--- config.mk ---
export PLATFORM = sky130hd
export DESIGN_NAME = qos_wr_arbiter_flat
export DESIGN_NICKNAME = d
export VERILOG_FILES = /design/src/rtl/qos_wr_arbiter_pkg.sv /design/src/rtl/qos_wr_arbiter_if.sv /design/src/rtl/qos_wr_arbiter_rr_pick.sv /design/src/rtl/qos_wr_arbiter.sv /design/src/flat_wrapper.sv
export SDC_FILE = /design/constraint.sdc
export NUM_CORES = 1
export LEC_CHECK = 0
export ABC_AREA = 1
export CAP_MARGIN = 25
export CELL_PAD_IN_SITES_DETAIL_PLACEMENT = 0
export CELL_PAD_IN_SITES_GLOBAL_PLACEMENT = 1
export CORE_MARGIN = 4
export CORE_UTILIZATION = 33
export DETAILED_ROUTE_END_ITERATION = 8
export GPL_ROUTABILITY_DRIVEN = 0
export GPL_TIMING_DRIVEN = 0
export MAX_ROUTING_LAYER = met4
export PLACE_DENSITY = 0.95
export SETUP_SLACK_MARGIN = 0.15
export SLEW_MARGIN = 20
export SYNTH_ARGS = -nofsm -noshare
export SYNTH_HDL_FRONTEND = slang
export SYNTH_SLANG_ARGS = --single-unit
--- constraint.sdc ---
create_clock -name iClk -period 22.1 [get_ports iClk]
set_clock_uncertainty 0.05 [all_clocks]
set_input_delay 4.42 -clock iClk [delete_from_list [all_inputs] [get_ports iClk]]
set_output_delay 4.42 -clock iClk [all_outputs]
set_load 0.05 [all_outputs]
--- src/rtl/qos_wr_arbiter_pkg.sv ---
// Shared types and helpers for the QoS write-port arbiter.
// The priority key orders requesters by aging class, then high-bandwidth flag, then QoS level.
package qos_arb_pkg;

  localparam int QOS_HIBW_BIT = 3;
  localparam int AGE_MAX_DEF  = 15;
  localparam int KEY_W        = 5;

  // Field order is the comparison order, so the packed value compares directly.
  typedef struct packed {
    logic       aged;
    logic       hiBw;
    logic [2:0] lvl;
  } qosKey_t;

  function automatic qosKey_t mkKey(input logic aged, input logic [3:0] qos);
    qosKey_t k;
    k.aged = aged;
    k.hiBw = qos[QOS_HIBW_BIT];
    k.lvl  = qos[2:0];
    return k;
  endfunction

endpackage

--- src/rtl/qos_wr_arbiter_if.sv ---
// Requester and write-port bundle for qos_wr_arbiter.
// The slave modport is the arbiter's view; master is the environment driving it.
interface qos_wr_arbiter_if #(
  parameter int NREQ  = 4,
  parameter int DSIZE = 32,
  parameter int QSIZE = 4
);
  logic [NREQ-1:0]       iReqValid;
  logic [NREQ-1:0]       oReqReady;
  logic [NREQ*DSIZE-1:0] iReqData;
  logic [NREQ*QSIZE-1:0] iReqQoS;
  logic                  iFull;
  logic                  oWr;
  logic [DSIZE-1:0]      oWrData;
  logic [QSIZE-1:0]      oQoS;
  logic [NREQ-1:0]       oGrant;
  logic                  oAged;

  modport slave (
    input  iReqValid, iReqData, iReqQoS, iFull,
    output oReqReady, oWr, oWrData, oQoS, oGrant, oAged
  );

  modport master (
    output iReqValid, iReqData, iReqQoS, iFull,
    input  oReqReady, oWr, oWrData, oQoS, oGrant, oAged
  );
endinterface

--- src/rtl/qos_wr_arbiter_rr_pick.sv ---
// Round-robin one-hot pick among a candidate mask, searching upward from rrPtr with wrap.
module rr_pick #(
  parameter int NREQ = 4,
  parameter int PW   = $clog2(NREQ)
) (
  input  logic [NREQ-1:0] cand,
  input  logic [PW-1:0]   rrPtr,
  output logic [NREQ-1:0] win
);
  logic [2*NREQ-1:0] fwd, back;
  logic [NREQ-1:0]   rot, rotWin;

  // Rotate rrPtr down to bit 0, isolate the lowest set bit, rotate back.
  always_comb begin
    fwd    = {cand, cand} >> rrPtr;
    rot    = fwd[NREQ-1:0];
    rotWin = rot & (~rot + 1'b1);
    back   = {rotWin, rotWin} << rrPtr;
    win    = back[2*NREQ-1:NREQ];
  end
endmodule

--- src/rtl/qos_wr_arbiter.sv ---
// Shares the QoS FIFO wrapper's single write port among NREQ requesters with
// aging / QoS / round-robin priority; the winner is registered onto the write port.
module qos_wr_arbiter
  import qos_arb_pkg::*;
#(
  parameter int NREQ    = 4,
  parameter int DSIZE   = 32,
  parameter int QSIZE   = 4,
  parameter int AGE_MAX = AGE_MAX_DEF
) (
  input logic             iClk,
  input logic             iResetn,
  qos_wr_arbiter_if.slave bus
);
  localparam int AW = $clog2(AGE_MAX + 1);
  localparam int PW = $clog2(NREQ);

  logic [NREQ-1:0][AW-1:0] age;
  logic [PW-1:0]           rrPtr;
  logic [PW-1:0]           winIdx;
  logic [NREQ-1:0]         elig, aged, cand, win;
  qosKey_t [NREQ-1:0]      key;
  qosKey_t                 maxKey;
  logic                    xfer;

  always_comb begin
    elig = '0;
    aged = '0;
    key  = '0;
    for (int i = 0; i < NREQ; i++) begin
      elig[i] = bus.iReqValid[i] & ~bus.iFull;
      aged[i] = (age[i] == AW'(AGE_MAX));
      key[i]  = mkKey(aged[i], bus.iReqQoS[i*QSIZE +: QSIZE]);
    end
  end

  // Max-key reduction over eligible requesters; ties left for round-robin.
  always_comb begin
    maxKey = '0;
    for (int i = 0; i < NREQ; i++)
      if (elig[i] && (key[i] > maxKey)) maxKey = key[i];
  end

  always_comb begin
    cand = '0;
    for (int i = 0; i < NREQ; i++)
      cand[i] = elig[i] && (key[i] == maxKey);
  end

  rr_pick #(.NREQ(NREQ), .PW(PW)) uPick (
    .cand  (cand),
    .rrPtr (rrPtr),
    .win   (win)
  );

  always_comb begin
    winIdx = '0;
    for (int i = 0; i < NREQ; i++)
      if (win[i]) winIdx = PW'(i);
  end

  assign xfer          = |win;
  assign bus.oReqReady = iResetn ? win : '0;

  // Counters and pointer freeze while downstream is full.
  always_ff @(posedge iClk or negedge iResetn) begin
    if (!iResetn) begin
      age   <= '0;
      rrPtr <= '0;
    end else if (!bus.iFull) begin
      for (int i = 0; i < NREQ; i++) begin
        if (!bus.iReqValid[i] || win[i]) age[i] <= '0;
        else if (!aged[i])               age[i] <= age[i] + 1'b1;
      end
      if (xfer) rrPtr <= (winIdx == PW'(NREQ-1)) ? '0 : winIdx + 1'b1;
    end
  end

  always_ff @(posedge iClk or negedge iResetn) begin
    if (!iResetn) begin
      bus.oWr     <= 1'b0;
      bus.oWrData <= '0;
      bus.oQoS    <= '0;
      bus.oGrant  <= '0;
      bus.oAged   <= 1'b0;
    end else begin
      bus.oWr    <= xfer;
      bus.oGrant <= win;
      bus.oAged  <= |(win & aged);
      if (xfer) begin
        bus.oWrData <= bus.iReqData[winIdx*DSIZE +: DSIZE];
        bus.oQoS    <= bus.iReqQoS[winIdx*QSIZE +: QSIZE];
      end
    end
  end

  apReadyOneHot: assert property (@(posedge iClk) disable iff (!iResetn) $onehot0(bus.oReqReady));
  apFullBlocks:  assert property (@(posedge iClk) disable iff (!iResetn) bus.iFull |-> (bus.oReqReady == '0));

endmodule

--- src/flat_wrapper.sv ---
// flat-port wrapper written by rule: the top's interface ports become plain ports
module qos_wr_arbiter_flat import qos_arb_pkg::*;
#(
  parameter int NREQ    = 4,
  parameter int DSIZE   = 32,
  parameter int QSIZE   = 4,
  parameter int AGE_MAX = AGE_MAX_DEF
)
  (iClk, iResetn, bus_iReqValid, bus_iReqData, bus_iReqQoS, bus_iFull, bus_oReqReady, bus_oWr, bus_oWrData, bus_oQoS, bus_oGrant, bus_oAged);
  qos_wr_arbiter_if #(.NREQ(NREQ), .DSIZE(DSIZE), .QSIZE(QSIZE)) bus_i ();
  input logic iClk;
  input logic iResetn;
  input wire logic [$bits(bus_i.iReqValid)-1:0] bus_iReqValid;
  input wire logic [$bits(bus_i.iReqData)-1:0] bus_iReqData;
  input wire logic [$bits(bus_i.iReqQoS)-1:0] bus_iReqQoS;
  input wire logic [$bits(bus_i.iFull)-1:0] bus_iFull;
  output wire logic [$bits(bus_i.oReqReady)-1:0] bus_oReqReady;
  output wire logic [$bits(bus_i.oWr)-1:0] bus_oWr;
  output wire logic [$bits(bus_i.oWrData)-1:0] bus_oWrData;
  output wire logic [$bits(bus_i.oQoS)-1:0] bus_oQoS;
  output wire logic [$bits(bus_i.oGrant)-1:0] bus_oGrant;
  output wire logic [$bits(bus_i.oAged)-1:0] bus_oAged;
  assign bus_i.iReqValid = bus_iReqValid;
  assign bus_i.iReqData = bus_iReqData;
  assign bus_i.iReqQoS = bus_iReqQoS;
  assign bus_i.iFull = bus_iFull;
  assign bus_oReqReady = bus_i.oReqReady;
  assign bus_oWr = bus_i.oWr;
  assign bus_oWrData = bus_i.oWrData;
  assign bus_oQoS = bus_i.oQoS;
  assign bus_oGrant = bus_i.oGrant;
  assign bus_oAged = bus_i.oAged;
  qos_wr_arbiter #(.NREQ(NREQ), .DSIZE(DSIZE), .QSIZE(QSIZE), .AGE_MAX(AGE_MAX)) u_core (.iClk(iClk), .iResetn(iResetn), .bus(bus_i));
endmodule
==> results of run 1 <==
-- power groups by stage --
stage | clock network, mW | logic (mW) | registers, mW
6_report | 0.150 | 0.983 | 0.198
5_1_grt | 0.159 | 1.10 | 0.204
4_1_cts | 0.153 | 0.993 | 0.198
3_5_place_dp | 0 | 0.992 | 0.198
3_3_place_gp | 0 | 0.983 | 0.197
2_1_floorplan | 0 | 0.570 | 0.326
-- metrics by stage --
| stage | util | std cells | cell area, um^2 | hold slack, ns | power (mW) |
|---|---|---|---|---|---|
| after CTS | 0.492 | 1377 | 8120 | 0.429 | 1.34 |
| after detailed placement | 0.472 | 1361 | 7810 | 0.416 | 1.19 |
| after global placement | 0.471 | 1360 | 7780 | 0.408 | 1.18 |
| final | 0.492 | 1377 | 8120 | 0.425 | 1.33 |
| after floorplan | - | 944 | 5540 | 0.444 | 0.897 |
| after global routing | 0.492 | 1377 | 8120 | 0.440 | 1.47 |
-- layout by cell type, fill, tap and decap left out, types with 10 or more instances in the layout --
master	n
a21oi_1	41
buf_2	14
buf_4	11
clkdlybuf4s50_1	195
dfrtp_1	60
ha_1	19
inv_1	144
nand2_1	350
nand3_1	159
nand4_1	10
nor2_1	71
-- cell type report --
| class | count | area share |
|---|---|---|
| plain buffers | 34 | 0.0253 |
| clock buffers | 9 | 0.0277 |
| clock inverters | 7 | 0.0112 |
| inverters | 153 | 0.0710 |
| multi-input cells | 697 | 0.401 |
| flip-flops and latches | 60 | 0.185 |
| well taps | 220 | 0.0339 |
| repair buffers | 197 | 0.245 |
-- registers in the layout, summed over array words and instances (netlist names) --
register / count
u_core.age: 16
u_core.bus.oAged: 1
u_core.bus.oGrant: 4
u_core.bus.oQoS: 4
u_core.bus.oWr: 1
u_core.bus.oWrData: 32
u_core.rrPtr: 2
-- cells by family after synthesis --
kind of cell / count (synthesis)
AO/OA/AOI/OAI: 51
XOR/XNOR: 7
adder cells (fa/ha/maj): 19
buffers and inverters: 187
flip-flops: 60
AND/OR/NAND/NOR: 620
-- final timing paths --
path,endpoint,depth (start not counted)
setup / recovery,bus_oReqReady[1],47
hold / removal,u_core.bus.oWrData[23],2
setup reg to reg,u_core.bus.oWrData[6],50
hold reg to reg,u_core.bus.oWrData[23],2
max in group asynchronous,u_core.age[10],2
min in group asynchronous,u_core.age[2],1
-- layer usage --
| layer | wire, um | GRT usage |
|---|---|---|
| met1 | 8410 | 0.263 |
| met2 | 9130 | 0.338 |
| met3 | 1380 | 0.0478 |
| met4 | 176 | 0.0416 |
| met5 | 0 | - |
-- critical path, delay by kind of cell --
| family | cells | cell delay, ns |
|---|---|---|
| AND/OR/NAND/NOR | 32 | 3.89 |
| buffers and inverters | 10 | 2.44 |
| AO/OA/AOI/OAI | 2 | 0.20 |
| adder cells (fa/ha/maj) | 3 | 0.85 |
==> impl_metrics.tcl, run 1 <==
set metrics [dict create \
    hold_path.class "reg -> reg" \
    synth.top_cell.area_share 0.271 \
    clk_path_buf_depth 2 \
    hpwl_mm 15.3 \
    netlist_top_cells_area "dfrtp_1, nand2_1, nand3_1" \
    intPower_mw 0.597 \
    yosysMostFrequentCell "nand2_1" \
    dieArea_um2 18900 \
    drive_above_1_share 0.0683 \
    grt_use_total 0.207 \
    p_leak_nw 4.40 \
    rows 47 \
    cts_made_buffers 9 \
    ys.flop_type "dfrtp_1" \
    max_freq_ghz 0.0614 \
    worstSetupStartpoint "bus_iFull" \
    ioPinCount 197 \
    crit_type "in -> out" \
    postCtsHoldBufs 0 \
    synth_cells 944 \
    grt_start_max_net_pins 53 \
    cts_resized 0 \
    die_y_um 138 \
    avgSynthCellArea_um2 5.87 \
    clk_latency_ns 0.33 \
    pwr-share-seq 0.149 \
    endpoint_kind "output port" \
    cts.sinks 60 \
    grt_pass1_wl_mm 30.1 \
    path_max_fanout 10 \
    crit_path_frequent_cell "nand2_1" \
    cts_setup_buffers 0 \
    worstPathArrival_ns 11.82 \
    area_growth_pct 46.5 \
    required_ns 17.63 \
    synth_xor_area_frac 0.0111 \
    yosysSeqAreaShare 0.271 \
    yosysWarnings 0 \
    netSwitchingPower_mw 0.733 \
    clk_pin_slew_worst_paths_ns 0.05 \
    drt.antenna.violating_nets 0 \
    fin_nets 1322 \
    start_util 0.336 \
    async_flop_share 1.00 \
    drt_iter0_markers 362 \
    nFillCells 1703 \
    synth_edf_count 0 \
    synth_fa_ha_area_frac 0.0429 \
    antenna_found_initial 0 \
    drc 0 \
    grt_overflow 0 \
    p_per_area_nw_per_um2 164 \
    slew_headroom 0.622 \
    synth-seq-cells 60 \
    maxCapViolations 0 \
    period_share 0.737 \
    outcome "complete, no violations" \
    multi_input_area_um2 3260 \
    viasPerCell 4.63 \
    synth_area_um2 5540 \
    grt_pass1_vias 5997 \
    synth_nets 1114 \
    vdd_ir_drop_max_uv 87.6 \
    pwr-share-clk 0.113 \
    synth_top_cell_by_area "dfrtp_1" \
    yosys.area_share.simple 0.485 \
    cpPeakStageDelay_ns 0.81 \
    switching_share 0.551 \
    synth_common_cells "nand2_1, nand3_1, inv_1, nor2_1, dfrtp_1" \
    via_count 6381 \
    hold_viol_final 0 \
    synth_compound_area_frac 0.0490 \
    slowest_stage "clkdlybuf4s50_1" \
    synth_cell_type_count 31 \
    tightestPinTransition_ns 0.565 \
    tritoncts "done" \
    period_needed_ns 16.29 \
    core_area_um2 16500 \
    insertedDiodeCount 0 \
    setup_slack_ns 5.81 \
    cp-start-kind "input pin" \
    dpl_worst_slack_ns 5.84 \
    wl_mm 19.1 \
    hold_start "u_core.bus.oWrData[23]" \
    setup-tns-final_ns 0 \
    synth_top_family_by_area "simple AND/OR/NAND/NOR gates" \
    portBuffers 196 \
    cts_max_level 3 \
    setup_violations 0 \
    dieWidth_um 138 \
    dr.pass1.iters 5 \
    muxShareOfSynthArea 0 \
    report.final.slew_viol_count 0 \
    clockRootBuffer "clkbuf_16" \
    seqCellArea_um2 1500 \
    combPwrFrac 0.739 \
    reg2reg_slack_ns 15.02 \
    regToRegStartpoint "u_core.age[0]" \
    grt_setup_unrepaired "no" \
    post_drt_wl_per_cell_um 13.9 \
]
No activity file was read; power rests on OpenSTA's default activity.
==> run 2: changes to the inputs <==
--- a/config.mk
+++ b/config.mk
@@ -10,12 +10,12 @@
 export CELL_PAD_IN_SITES_DETAIL_PLACEMENT = 0
 export CELL_PAD_IN_SITES_GLOBAL_PLACEMENT = 1
 export CORE_MARGIN = 4
-export CORE_UTILIZATION = 33
+export CORE_UTILIZATION = 28
 export DETAILED_ROUTE_END_ITERATION = 8
 export GPL_ROUTABILITY_DRIVEN = 0
 export GPL_TIMING_DRIVEN = 0
 export MAX_ROUTING_LAYER = met4
-export PLACE_DENSITY = 0.95
+export PLACE_DENSITY = 0.91
 export SETUP_SLACK_MARGIN = 0.15
 export SLEW_MARGIN = 20
 export SYNTH_ARGS = -nofsm -noshare
==> constraint.sdc (replaced) <==
create_clock -name iClk -period 14.6 [get_ports iClk]
set_clock_uncertainty 0.05 [all_clocks]
set_input_delay 2.92 -clock iClk [delete_from_list [all_inputs] [get_ports iClk]]
set_output_delay 2.92 -clock iClk [all_outputs]
set_load 0.05 [all_outputs]
==> impl_metrics.tcl, run 2 (synthesized netlist as in run 1, its figures left out) <==
set metrics [dict create \
    grt_use_total 0.184 \
    multi_input_area_um2 3260 \
    nFillCells 2122 \
    clk_path_buf_depth 2 \
    tritoncts "done" \
    hold_path.class "reg -> reg" \
    hold_viol_final 0 \
    path_delay_family "simple AND/OR/NAND/NOR gates" \
    fin_nets 1322 \
    period_share 0.910 \
    dpl_worst_slack_ns 1.34 \
    endpoint_kind "output port" \
    ioPinCount 197 \
    drt_iter0_markers 329 \
    worstPathArrival_ns 10.32 \
    p_leak_nw 4.40 \
    insertedDiodeCount 0 \
    crit_path_frequent_cell "nand2_1" \
    critPathBufInv 9 \
    dieWidth_um 149 \
    grt_pass1_vias 6241 \
    cts_max_level 3 \
    p_per_area_nw_per_um2 250 \
    start_util 0.285 \
    grt_start_max_net_pins 36 \
    maxCapViolations 0 \
    drc 0 \
    slowest_stage "clkdlybuf4s50_1" \
    report.final.slew_viol_count 0 \
    clk_latency_ns 0.33 \
    cts_made_buffers 9 \
    grt_overflow 0 \
    tightestPinTransition_ns 0.573 \
    via_count 6438 \
    final_common_cell "nand2_1" \
    layout_common_cells "nand2_1, clkdlybuf4s50_1, nand3_1" \
    vdd_ir_drop_max_uv 135 \
    cp-start-kind "input pin" \
    cpPeakStageDelay_ns 0.81 \
    max_freq_ghz 0.0752 \
    drive_above_1_share 0.0683 \
    largest_register_ffs 32 \
    clockRootBuffer "clkbuf_16" \
    period_needed_ns 13.29 \
    core_area_um2 19500 \
    dieArea_um2 22100 \
    clk_pin_slew_worst_paths_ns 0.05 \
    slew_headroom 0.617 \
    fin_cells 1422 \
    post_drt_wl_per_cell_um 13.8 \
    wl_mm 19.7 \
    area_growth_pct 47.8 \
    reg.largest.list "u_core.bus.oWrData x32, u_core.age x16" \
    regMostFlops "u_core.bus.oWrData" \
    portBuffers 196 \
    setup-tns-final_ns 0 \
    antenna_found_initial 0 \
    required_ns 11.63 \
    viasPerCell 4.53 \
    setup_violations 0 \
    drt.antenna.violating_nets 0 \
    seqCellArea_um2 1500 \
    placed_cells 1406 \
    setup_slack_ns 1.31 \
    grt_pass1_wl_mm 31.6 \
    path_max_fanout 10 \
    outcome "complete, no violations" \
    cts_setup_buffers 0 \
    cts.sinks 60 \
    hpwl_mm 15.7 \
    cts_resized 0 \
    grt_setup_unrepaired "no" \
    die_y_um 149 \
    postCtsHoldBufs 0 \
    rows 51 \
    crit_type "in -> out" \
    dr.pass1.iters 5 \
]
==> run 2: cell types whose count changed in the layout (fill, tap and decap cells not counted), sizes merged <==
| cell | change |
|---|---|
| clkbuf | +2 |
| clkinvlp | +1 |
| clkinv | -3 |
==> run 2: final cells by class <==
cell class / instances / share of cell area
clock buffer: 11 / 0.0309
tap: 265 / 0.0405
buffer: 34 / 0.0250
inverter: 153 / 0.0704
sequential: 60 / 0.183
timing repair buffer: 197 / 0.242
multi-input combinational: 697 / 0.398
clock inverter: 5 / 0.0102
==> run 2: metal layers <==
layer / track usage / up-vias / routed length, um
met5: - / - / 0
met4: 0.0508 / 0 / 337
met3: 0.0448 / 20 / 1560
met2: 0.297 / 217 / 9260
met1: 0.230 / 2846 / 8530
li1: - / 3355 / -
==> run 2: per-stage QoR <==
stage	power, mW	hold slack, ns	utilization	area, um^2
detailed placement	1.83	0.419	0.404	7860
finish	2.04	0.423	0.421	8190
global placement	1.82	0.412	0.403	7840
floorplan	1.36	0.444	-	5540
CTS	2.07	0.434	0.421	8190
global route	2.25	0.460	0.421	8190
==> run 2: worst paths after layout <==
path / start / endpoint / slack (ns) / cells after the start
min reg2reg: u_core.bus.oQoS[0] / u_core.bus.oQoS[0] / 0.42 / 2
min in group asynchronous: iResetn / u_core.bus.oWrData[6] / 2.45 / 1
max in group asynchronous: iResetn / u_core.bus.oQoS[0] / 11.49 / 2
max reg2reg: u_core.age[0] / u_core.bus.oWrData[14] / 7.39 / 49
max: bus_iFull / bus_oReqReady[1] / 1.31 / 45
min: u_core.bus.oQoS[0] / u_core.bus.oQoS[0] / 0.42 / 2
==> run 2: worst register-to-register path: cells and delay by family, from the launching register on <==
kind / cells / cell delay (ns)
fa+ha+maj: 4 / 1.00
buf+inv: 7 / 1.16
simple gates: 35 / 4.07
flops: 1 / 0.38
compound gates: 3 / 0.46
==> run 2: report_power, final <==
part | leakage, nW | switching (mW) | internal (mW)
Clock | 0.158 | 0.0801 | 0.159
Sequential | 0.743 | 0.0447 | 0.254
Combinational | 3.50 | 1.01 | 0.501
